$ cat config.mk
export PLATFORM = sky130hd
export DESIGN_NAME = fetch_control
export DESIGN_NICKNAME = d
export VERILOG_FILES = /design/src/rtl/riscv_definitions.sv /design/src/rtl/fetch_wait_timer.sv /design/src/rtl/fetch_control.sv
export SDC_FILE = /design/constraint.sdc
export NUM_CORES = 1
export LEC_CHECK = 0
export ABC_CLOCK_PERIOD_IN_PS = 2000
export CORE_MARGIN = 2
export CORE_UTILIZATION = 45
export DETAILED_ROUTE_END_ITERATION = 6
export DONT_BUFFER_PORTS = 1
export PLACE_DENSITY = 0.61
export REMOVE_ABC_BUFFERS = 1
export SLEW_MARGIN = 20
export SYNTH_ARGS = -nofsm -noshare
export SYNTH_HDL_FRONTEND = slang
export SYNTH_HIERARCHICAL = 1
export SYNTH_SLANG_ARGS = --single-unit
$ cat constraint.sdc
create_clock -name clk -period 2 [get_ports clk]
set_input_delay 0.4 -clock clk [delete_from_list [all_inputs] [get_ports clk]]
set_output_delay 0.4 -clock clk [all_outputs]
set_load 0.01 [all_outputs]
$ cat src/rtl/riscv_definitions.sv
// Shared RISC-V core definitions: next-PC select, fetch sequencer states and
// default fetch-control parameters.
package riscv_definitions;

  typedef enum logic [1:0] {
    PC_PLUS4 = 2'd0,
    JUMP     = 2'd1,
    TRAP     = 2'd2
  } nextPCType_e;

  typedef enum logic [1:0] {
    BOOT = 2'd0,
    RUN  = 2'd1,
    HALT = 2'd2
  } fetchCtrlState_e;

  localparam int BOOT_WAIT_DEF   = 2;
  localparam int MAX_WAIT_DEF    = 15;
  localparam int FLUSH_DEPTH_DEF = 1;

endpackage

$ cat src/rtl/fetch_wait_timer.sv
// Memory wait-state timer: counts consecutive cycles without an ack and flags
// when the count reaches MAX_WAIT. Shared by fetch and load/store control.
module fetch_wait_timer #(
  parameter int MAX_WAIT = 15
) (
  input  logic clk,
  input  logic rst_n,
  input  logic en_i,
  input  logic ack_i,
  output logic expired_o
);

  logic [7:0] cnt_q, cnt_d;

  always_comb begin
    cnt_d = cnt_q;
    if (en_i) cnt_d = ack_i ? 8'd0 : cnt_q + 8'd1;
  end

  // Flags on the miss that makes the count reach MAX_WAIT, so the owner can
  // leave its active state at this same edge.
  assign expired_o = en_i & ~ack_i & (cnt_d == 8'(MAX_WAIT));

  always_ff @(posedge clk or negedge rst_n) begin
    if (!rst_n) cnt_q <= 8'd0;
    else        cnt_q <= cnt_d;
  end

endmodule

$ cat src/rtl/fetch_control.sv
// Instruction-fetch sequencer: fetch enable, next-PC select, IF/ID flush and
// imem request. Optional perf counters under `FETCH_PERF_CNT_EN.
module fetch_control
  import riscv_definitions::*;
#(
  parameter int BOOT_WAIT   = BOOT_WAIT_DEF,
  parameter int MAX_WAIT    = MAX_WAIT_DEF,
  parameter int FLUSH_DEPTH = FLUSH_DEPTH_DEF
) (
  input  logic        clk,
  input  logic        rst_n,
  output logic        imem_req_o,
  input  logic        imem_ack_i,
  input  logic        stall_req_i,
  input  logic        jump_req_i,
  input  logic        trap_req_i,
  output logic        redirect_ack_o,
  output logic        if_en_o,
  output nextPCType_e pc_sel_o,
  output logic        if_flush_o,
  output logic        fetch_timeout_o
`ifdef FETCH_PERF_CNT_EN
  ,
  output logic [31:0] perf_stall_cnt_o,
  output logic [31:0] perf_redirect_cnt_o
`endif
);

  localparam logic [3:0] BOOT_LAST = 4'(BOOT_WAIT - 1);
  localparam logic [1:0] FLUSH_LD  = 2'(FLUSH_DEPTH);

  fetchCtrlState_e state_q, state_d;
  logic [3:0]      boot_cnt_q, boot_cnt_d;
  logic [1:0]      flush_cnt_q, flush_cnt_d;
  logic            timeout_q, timeout_d;
  logic            tmr_en, tmr_expired, redir;

  fetch_wait_timer #(.MAX_WAIT(MAX_WAIT)) u_wait_timer (
    .clk       (clk),
    .rst_n     (rst_n),
    .en_i      (tmr_en),
    .ack_i     (imem_ack_i),
    .expired_o (tmr_expired)
  );

  assign redir = (trap_req_i | jump_req_i) & imem_ack_i & (state_q == RUN);

  always_comb begin
    state_d        = state_q;
    boot_cnt_d     = boot_cnt_q;
    imem_req_o     = 1'b0;
    if_en_o        = 1'b0;
    redirect_ack_o = 1'b0;
    pc_sel_o       = PC_PLUS4;
    tmr_en         = 1'b0;
    case (state_q)
      BOOT: begin
        boot_cnt_d = boot_cnt_q + 4'd1;
        if (boot_cnt_q == BOOT_LAST) state_d = RUN;
      end
      RUN: begin
        imem_req_o     = 1'b1;
        tmr_en         = 1'b1;
        redirect_ack_o = redir;
        // A redirect overrides a decode stall.
        if_en_o        = imem_ack_i & (~stall_req_i | redir);
        if (redir) pc_sel_o = trap_req_i ? TRAP : JUMP;
        if (tmr_expired) state_d = HALT;
      end
      HALT: ;
      default: state_d = BOOT;
    endcase
  end

  always_comb begin
    flush_cnt_d = flush_cnt_q;
    if (redir)                              flush_cnt_d = FLUSH_LD;
    else if (if_en_o && flush_cnt_q != 2'd0) flush_cnt_d = flush_cnt_q - 2'd1;
  end

  assign timeout_d       = timeout_q | tmr_expired;
  assign if_flush_o      = (flush_cnt_q != 2'd0);
  assign fetch_timeout_o = timeout_q;

  always_ff @(posedge clk or negedge rst_n) begin
    if (!rst_n) begin
      state_q     <= BOOT;
      boot_cnt_q  <= 4'd0;
      flush_cnt_q <= 2'd0;
      timeout_q   <= 1'b0;
    end else begin
      state_q     <= state_d;
      boot_cnt_q  <= boot_cnt_d;
      flush_cnt_q <= flush_cnt_d;
      timeout_q   <= timeout_d;
    end
  end

`ifdef FETCH_PERF_CNT_EN
  logic [31:0] perf_stall_q, perf_redir_q;

  always_ff @(posedge clk or negedge rst_n) begin
    if (!rst_n) begin
      perf_stall_q <= 32'd0;
      perf_redir_q <= 32'd0;
    end else begin
      if (state_q == RUN && !if_en_o) perf_stall_q <= perf_stall_q + 32'd1;
      if (redirect_ack_o)             perf_redir_q <= perf_redir_q + 32'd1;
    end
  end

  assign perf_stall_cnt_o    = perf_stall_q;
  assign perf_redirect_cnt_o = perf_redir_q;
`endif

endmodule

Word-level counts from Yosys, hierarchy flattened
Index checks and enable logic that the tools add are counted.
{ "op_classes": {"n_addsub": 3, "n_reduce_logical": 5, "n_eq_ne": 6, "bitwise_logic": 11, "n_mux": 13} }
{ "ops": {"columns": ["operator", "n"], "rows": [
  ["2-to-1 mux 8 bit", 2],
  ["2-to-1 mux 2 bit", 7],
  ["adder 8 x 1 -> 8 bit (second input constant)", 1],
  ["equality test 8 x 4 -> 1 bit (second input constant)", 1],
  ["one-hot mux 2 bit (3 select lines)", 1],
  ["AND 1 bit", 5],
  ["adder 4 x 1 -> 4 bit (second input constant)", 1],
  ["equality test 4 x 1 -> 1 bit (second input constant)", 1],
  ["!= test 2 bit (second input constant)", 2],
  ["nonzero test 2 bit", 2],
  ["2-to-1 mux 1 bit", 3],
  ["NOT 1 bit", 3],
  ["OR 1 bit", 3],
  ["AND reduction 3 bit", 1],
  ["equality test 2 x 1 -> 1 bit (second input constant)", 1],
  ["equality test 2 bit (second input constant)", 1],
  ["logical NOT 2 bit", 1],
  ["subtractor 2 x 1 -> 2 bit (second input constant)", 1],
  ["logical AND 1 bit", 1]
]} }
{ "word_totals": {"ff_bits": 17, "output_inout_bits": 7, "in_bits": 6, "elab_cells": 43} }

Depth between registers and ports, before layout
{ "logic_depth": {"ltp_word": 9, "ltp_mapped": 8, "depth_no_buf": 8} }

Cells and area by module
Netlist, hierarchy kept.
{ "by_module_without_submodules": {"columns": ["mod", "seq_area_each_um2", "cells_each", "area_per_inst_um2", "instances"], "rows": [
  ["fetch_wait_timer", 200.2, 52, 491.7, 1],
  ["fetch_control", 225.2, 44, 457.9, 1]
]} }

Least setup slack after synthesis
Ideal clock, no wire load.
{ "synth_timing": {"kind": "reg2reg", "from": "register state_q[1]", "to": "register timeout_q (netlist: fetch_timeout_o)", "slack_ns": 0.125, "t_required_ns": 1.873, "arrival_time_ns": 1.747, "synth_period_minus_slack_ns": 1.875, "setup_time_ns": 0.127, "stages_incl_launch_ff": 7, "n_path_buf": 0, "path_cell_list": "dfrtp_1 -> and2b_2 -> nand2b_4 -> or4_4 -> nand3_2 -> nor4_2 -> or2_2"} }
{ "synth_via": {"elab_chain_len": 6, "word_cells_on_any_way": 7, "classes_between": "eq/ne: 2; mux: 2; bitwise: 3"} }
{ "synth_rtl": {"columns": ["element", "line", "text"], "rows": [
  ["start: declaration", "fetch_control.sv:32", "fetchCtrlState_e state_q, state_d;"],
  ["start signal: assignment", "fetch_control.sv:92", "state_q <= state_d;"],
  ["equality test 2 x 1 -> 1 bit", null, null],
  ["2-to-1 mux 1 bit", null, null],
  ["net imem_req_o", "fetch_control.sv:12", "output logic imem_req_o,"],
  ["2-to-1 mux 8 bit", "fetch_wait_timer.sv:17", "if (en_i) cnt_d = ack_i ? 8'd0 : cnt_q + 8'd1;"],
  ["net u_wait_timer.cnt_d[7]", "fetch_wait_timer.sv:13", "logic [7:0] cnt_q, cnt_d;"],
  ["equality test 8 x 4 -> 1 bit", "fetch_wait_timer.sv:22", "assign expired_o = en_i & ~ack_i & (cnt_d == 8'(MAX_WAIT));"],
  ["AND 1 bit", "fetch_wait_timer.sv:22", null],
  ["net tmr_expired", "fetch_control.sv:36", "logic tmr_en, tmr_expired, redir;"],
  ["OR 1 bit", "fetch_control.sv:81", "assign timeout_d = timeout_q | tmr_expired;"],
  ["net timeout_d", "fetch_control.sv:35", "logic timeout_q, timeout_d;"],
  ["end signal: assignment", "fetch_control.sv:95", "timeout_q <= timeout_d;"],
  ["end: declaration", "fetch_control.sv:35", null]
]} }
The timed path passes the listed nets, and every way through them passes these cells.
A chain may end at the register's enable or synchronous reset.

Worst setup path after layout
{ "layout_timing": {"from": "register state_q[1]", "to": "register timeout_q (netlist: fetch_timeout_o)"} }
{ "layout_via": {"elab_chain_len": 6, "word_cells_on_any_way": 7, "classes_between": "eq/ne: 2; mux: 2; bitwise: 3"} }
{ "layout_rtl": {"columns": ["element", "line", "text"], "rows": [
  ["equality test 2 x 1 -> 1 bit", "fetch_control.sv:56", "case (state_q)"],
  ["2-to-1 mux 1 bit", "fetch_control.sv:56", null],
  ["2-to-1 mux 8 bit", "fetch_wait_timer.sv:17", null],
  ["net u_wait_timer.cnt_d[7]", "fetch_wait_timer.sv:13", null],
  ["equality test 8 x 4 -> 1 bit", "fetch_wait_timer.sv:22", null],
  ["AND 1 bit", "fetch_wait_timer.sv:22", null],
  ["net tmr_expired", "fetch_control.sv:36", null],
  ["OR 1 bit", "fetch_control.sv:81", null],
  ["net timeout_d", "fetch_control.sv:35", null]
]} }
The timed path passes the listed nets, and every way through them passes these cells.

==> results.ini <==
[status]
status = complete, no violations

[global_route]
grt_pass1_wl_um = 3110
grt_util_all_layers_pct = 16.9
grt_pass1_vias = 720
antenna_found_initial = 0
grt_max_degree = 18
grt_overflow = 0

[critical_path]
r2r_cells = 7
path_max_fanout = 7
crit_chain = and2b_2 -> buf_4 -> nand2b_4 -> or4_4 -> nand3_2 -> nor4_4 -> or2_2
crit_buf_inv = 1
cp_slowest_cell = or4_4
worstSetupEndpointType = register
cp-start-kind = register
cpLargestDelayFamily = simple AND/OR/NAND/NOR gates
crit_required_ns = 2.18
arrival_ns = 2.11
crit_type = reg -> reg
crit_cells = 7
max_stage_delay_ns = 0.52

[sta]
fin_worst_skew_ns = 0.00246
rsz0062_at_grt = false
worst_slew_pin_slew_ns = 0.780
clock.fmax_mhz = 519
finalSetupViolCount = 0
slew_headroom_pct = 47.8
tns_ns = 0
period_needed_ns = 1.93
final.period_utilization_pct = 96.4
finalHoldViolCount = 0
slew_violations = 0

[clock_network]
cts_tree = built
cts.clk_slew.worst_paths_ns = 0.10
numCtsBuffers = 3
clk_latency_ns = 0.29
root_buffer = clkbuf_4
htree_levels = 1
cts_sinks = 17
clock_path_buffers = 2

[yosys]
syn_inst = 96
synth_most_common_cell = dfrtp_1
yosys_warnings = 6
synthTopCellsByArea = dfrtp_1, ha_1, nand2_1
synth_area_um2 = 950
ys_seq_area_share_pct = 44.8
yosysTopAreaCellShare_pct = 44.8
ys_seq_elements = 17
synth_edf_count = 0
ys_top_cells_by_count = dfrtp_1, nand2_1, inv_1, nor2_1
synth_cell_types = 36
synth_flop_cell = dfrtp_1
synth_top_area_cell = dfrtp_1
async_flop_share_pct = 100
avgSynthCellArea_um2 = 9.89

[place]
port-buffer-count = 0
gp_congestion = 0.862
dp.final_hpwl_um = 1280

[worst_hold_path]
hold_path.class = in -> reg
whs_path_depth = 1

[power_and_ir_drop]
irDropWorstVdd_mv = 0.422
p_leak_nw = 0.491
finalPower_uw = 607
power_density_nw_per_um2 = 574

[floorplanning]
core_area_um2 = 1980
dieHeight_um = 49.9
die_w_um = 49.9
rows = 16
io_pins = 13
die-area_um2 = 2490
start_util_pct = 47.9

[drt]
wl_per_cell_um = 13.9
route.vias.total = 732
drt_iter0_drc = 21
viasPerCell = 5.63
ant_nets = 0
drc = 0
first_pass_iters = 4
routed_wl_um = 1810

[final_layout]
fill_cells = 196
syn2layout_area_growth_pct = 11.2
final_nets = 114
drive_gt1_share_pct = 20.4
diodes = 0

[job]
cap_viol_max_count = 0

==> cell usage in the layout, fill, tap and decap left out, types with 2 or more instances in the layout <==
cell       count
nand2_1       10
xor2_1         2
nor2_1         6
and3_1         2
dfrtp_1       17
mux2i_1        3
nand4_1        2
xnor2_1        2
ha_1           3
inv_1          7
clkbuf_4       3
nand3_1        5
buf_4          4
o2bb2ai_1      2
o31ai_1        3
nand3_2        2
o21ai_0        5
==> logic make-up after synthesis <==
logic type	share of synthesized area (%)
mux	4.35
flops	44.8
xor+xnor	3.69
fa+ha+maj	5.27
buf+inv	4.22
simple gates	26.1
compound gates	11.6
==> worst register-to-register path: stages, from the launching register on <==
cell and delay, ns:
dfrtp_1 0.39, and2b_2 0.23, buf_4 0.12, nand2b_4 0.08
or4_4 0.52, nand3_2 0.12, nor4_4 0.06, or2_2 0.31
==> flip-flops by register name, summed over array words and instances, names as in the netlist <==
register and count:
u_wait_timer/cnt_q 8, boot_cnt_q 4, flush_cnt_q 2, state_q 2, fetch_timeout_o 1
==> per-layer routing <==
layer  part of all wire [%]  track usage, %  vias to the layer above
met3                    6.4            4.85                        4
met4                    2.1            9.72                        0
met5                      0               0                        -
met1                     47            21.8                      346
met2                     45            25.1                       27
li1                       -               -                      355
==> power breakdown <==
part	internal, mW	total (mW)	switching, mW
Clock	0.0744	0.184	0.109
Sequential	0.354	0.366	0.0117
Combinational	0.0235	0.0569	0.0334
==> worst paths after layout <==
kind	startpoint	end	slack, ns
max	state_q[1]	fetch_timeout_o	0.07
min	imem_ack_i	u_wait_timer/cnt_q[1]	0.19
max reg2reg	state_q[1]	fetch_timeout_o	0.07
min reg2reg	boot_cnt_q[3]	boot_cnt_q[3]	0.49
max in group asynchronous	rst_n	boot_cnt_q[3]	0.89
min in group asynchronous	rst_n	u_wait_timer/cnt_q[0]	0.62
==> stage by stage <==
stage	utilization [%]	area, um^2	std cells	hold slack [ns]	setup WS, ns
detailed placement	50.3	996	124	0.105	0.109
floorplan	-	940	94	0.104	0.125
global route	53.3	1060	130	0.176	0.00606
CTS	52.1	1030	129	0.189	0.106
finish	53.3	1060	130	0.194	0.0725
global placement	50.3	996	124	0.105	0.164
==> cell type report <==
class	instances	area [um^2]	area share, %
clock inverters	1	5.00	0.474
repair buffers	5	40.0	3.79
multi-input cells	69	499	47.3
flip-flops and latches	17	425	40.3
inverters	8	30.0	2.84
clock buffers	3	22.5	2.13
well taps	27	33.8	3.20
==> timing repair <==
item | in CTS | in global routing
setup endpoints to repair | 0 | 2
hold buffers | 1 | 0
setup buffers | 0 | 1
hold endpoints to repair | 17 | 0
gates resized for setup | 0 | 4
No activity file was read; power rests on OpenSTA's default activity.
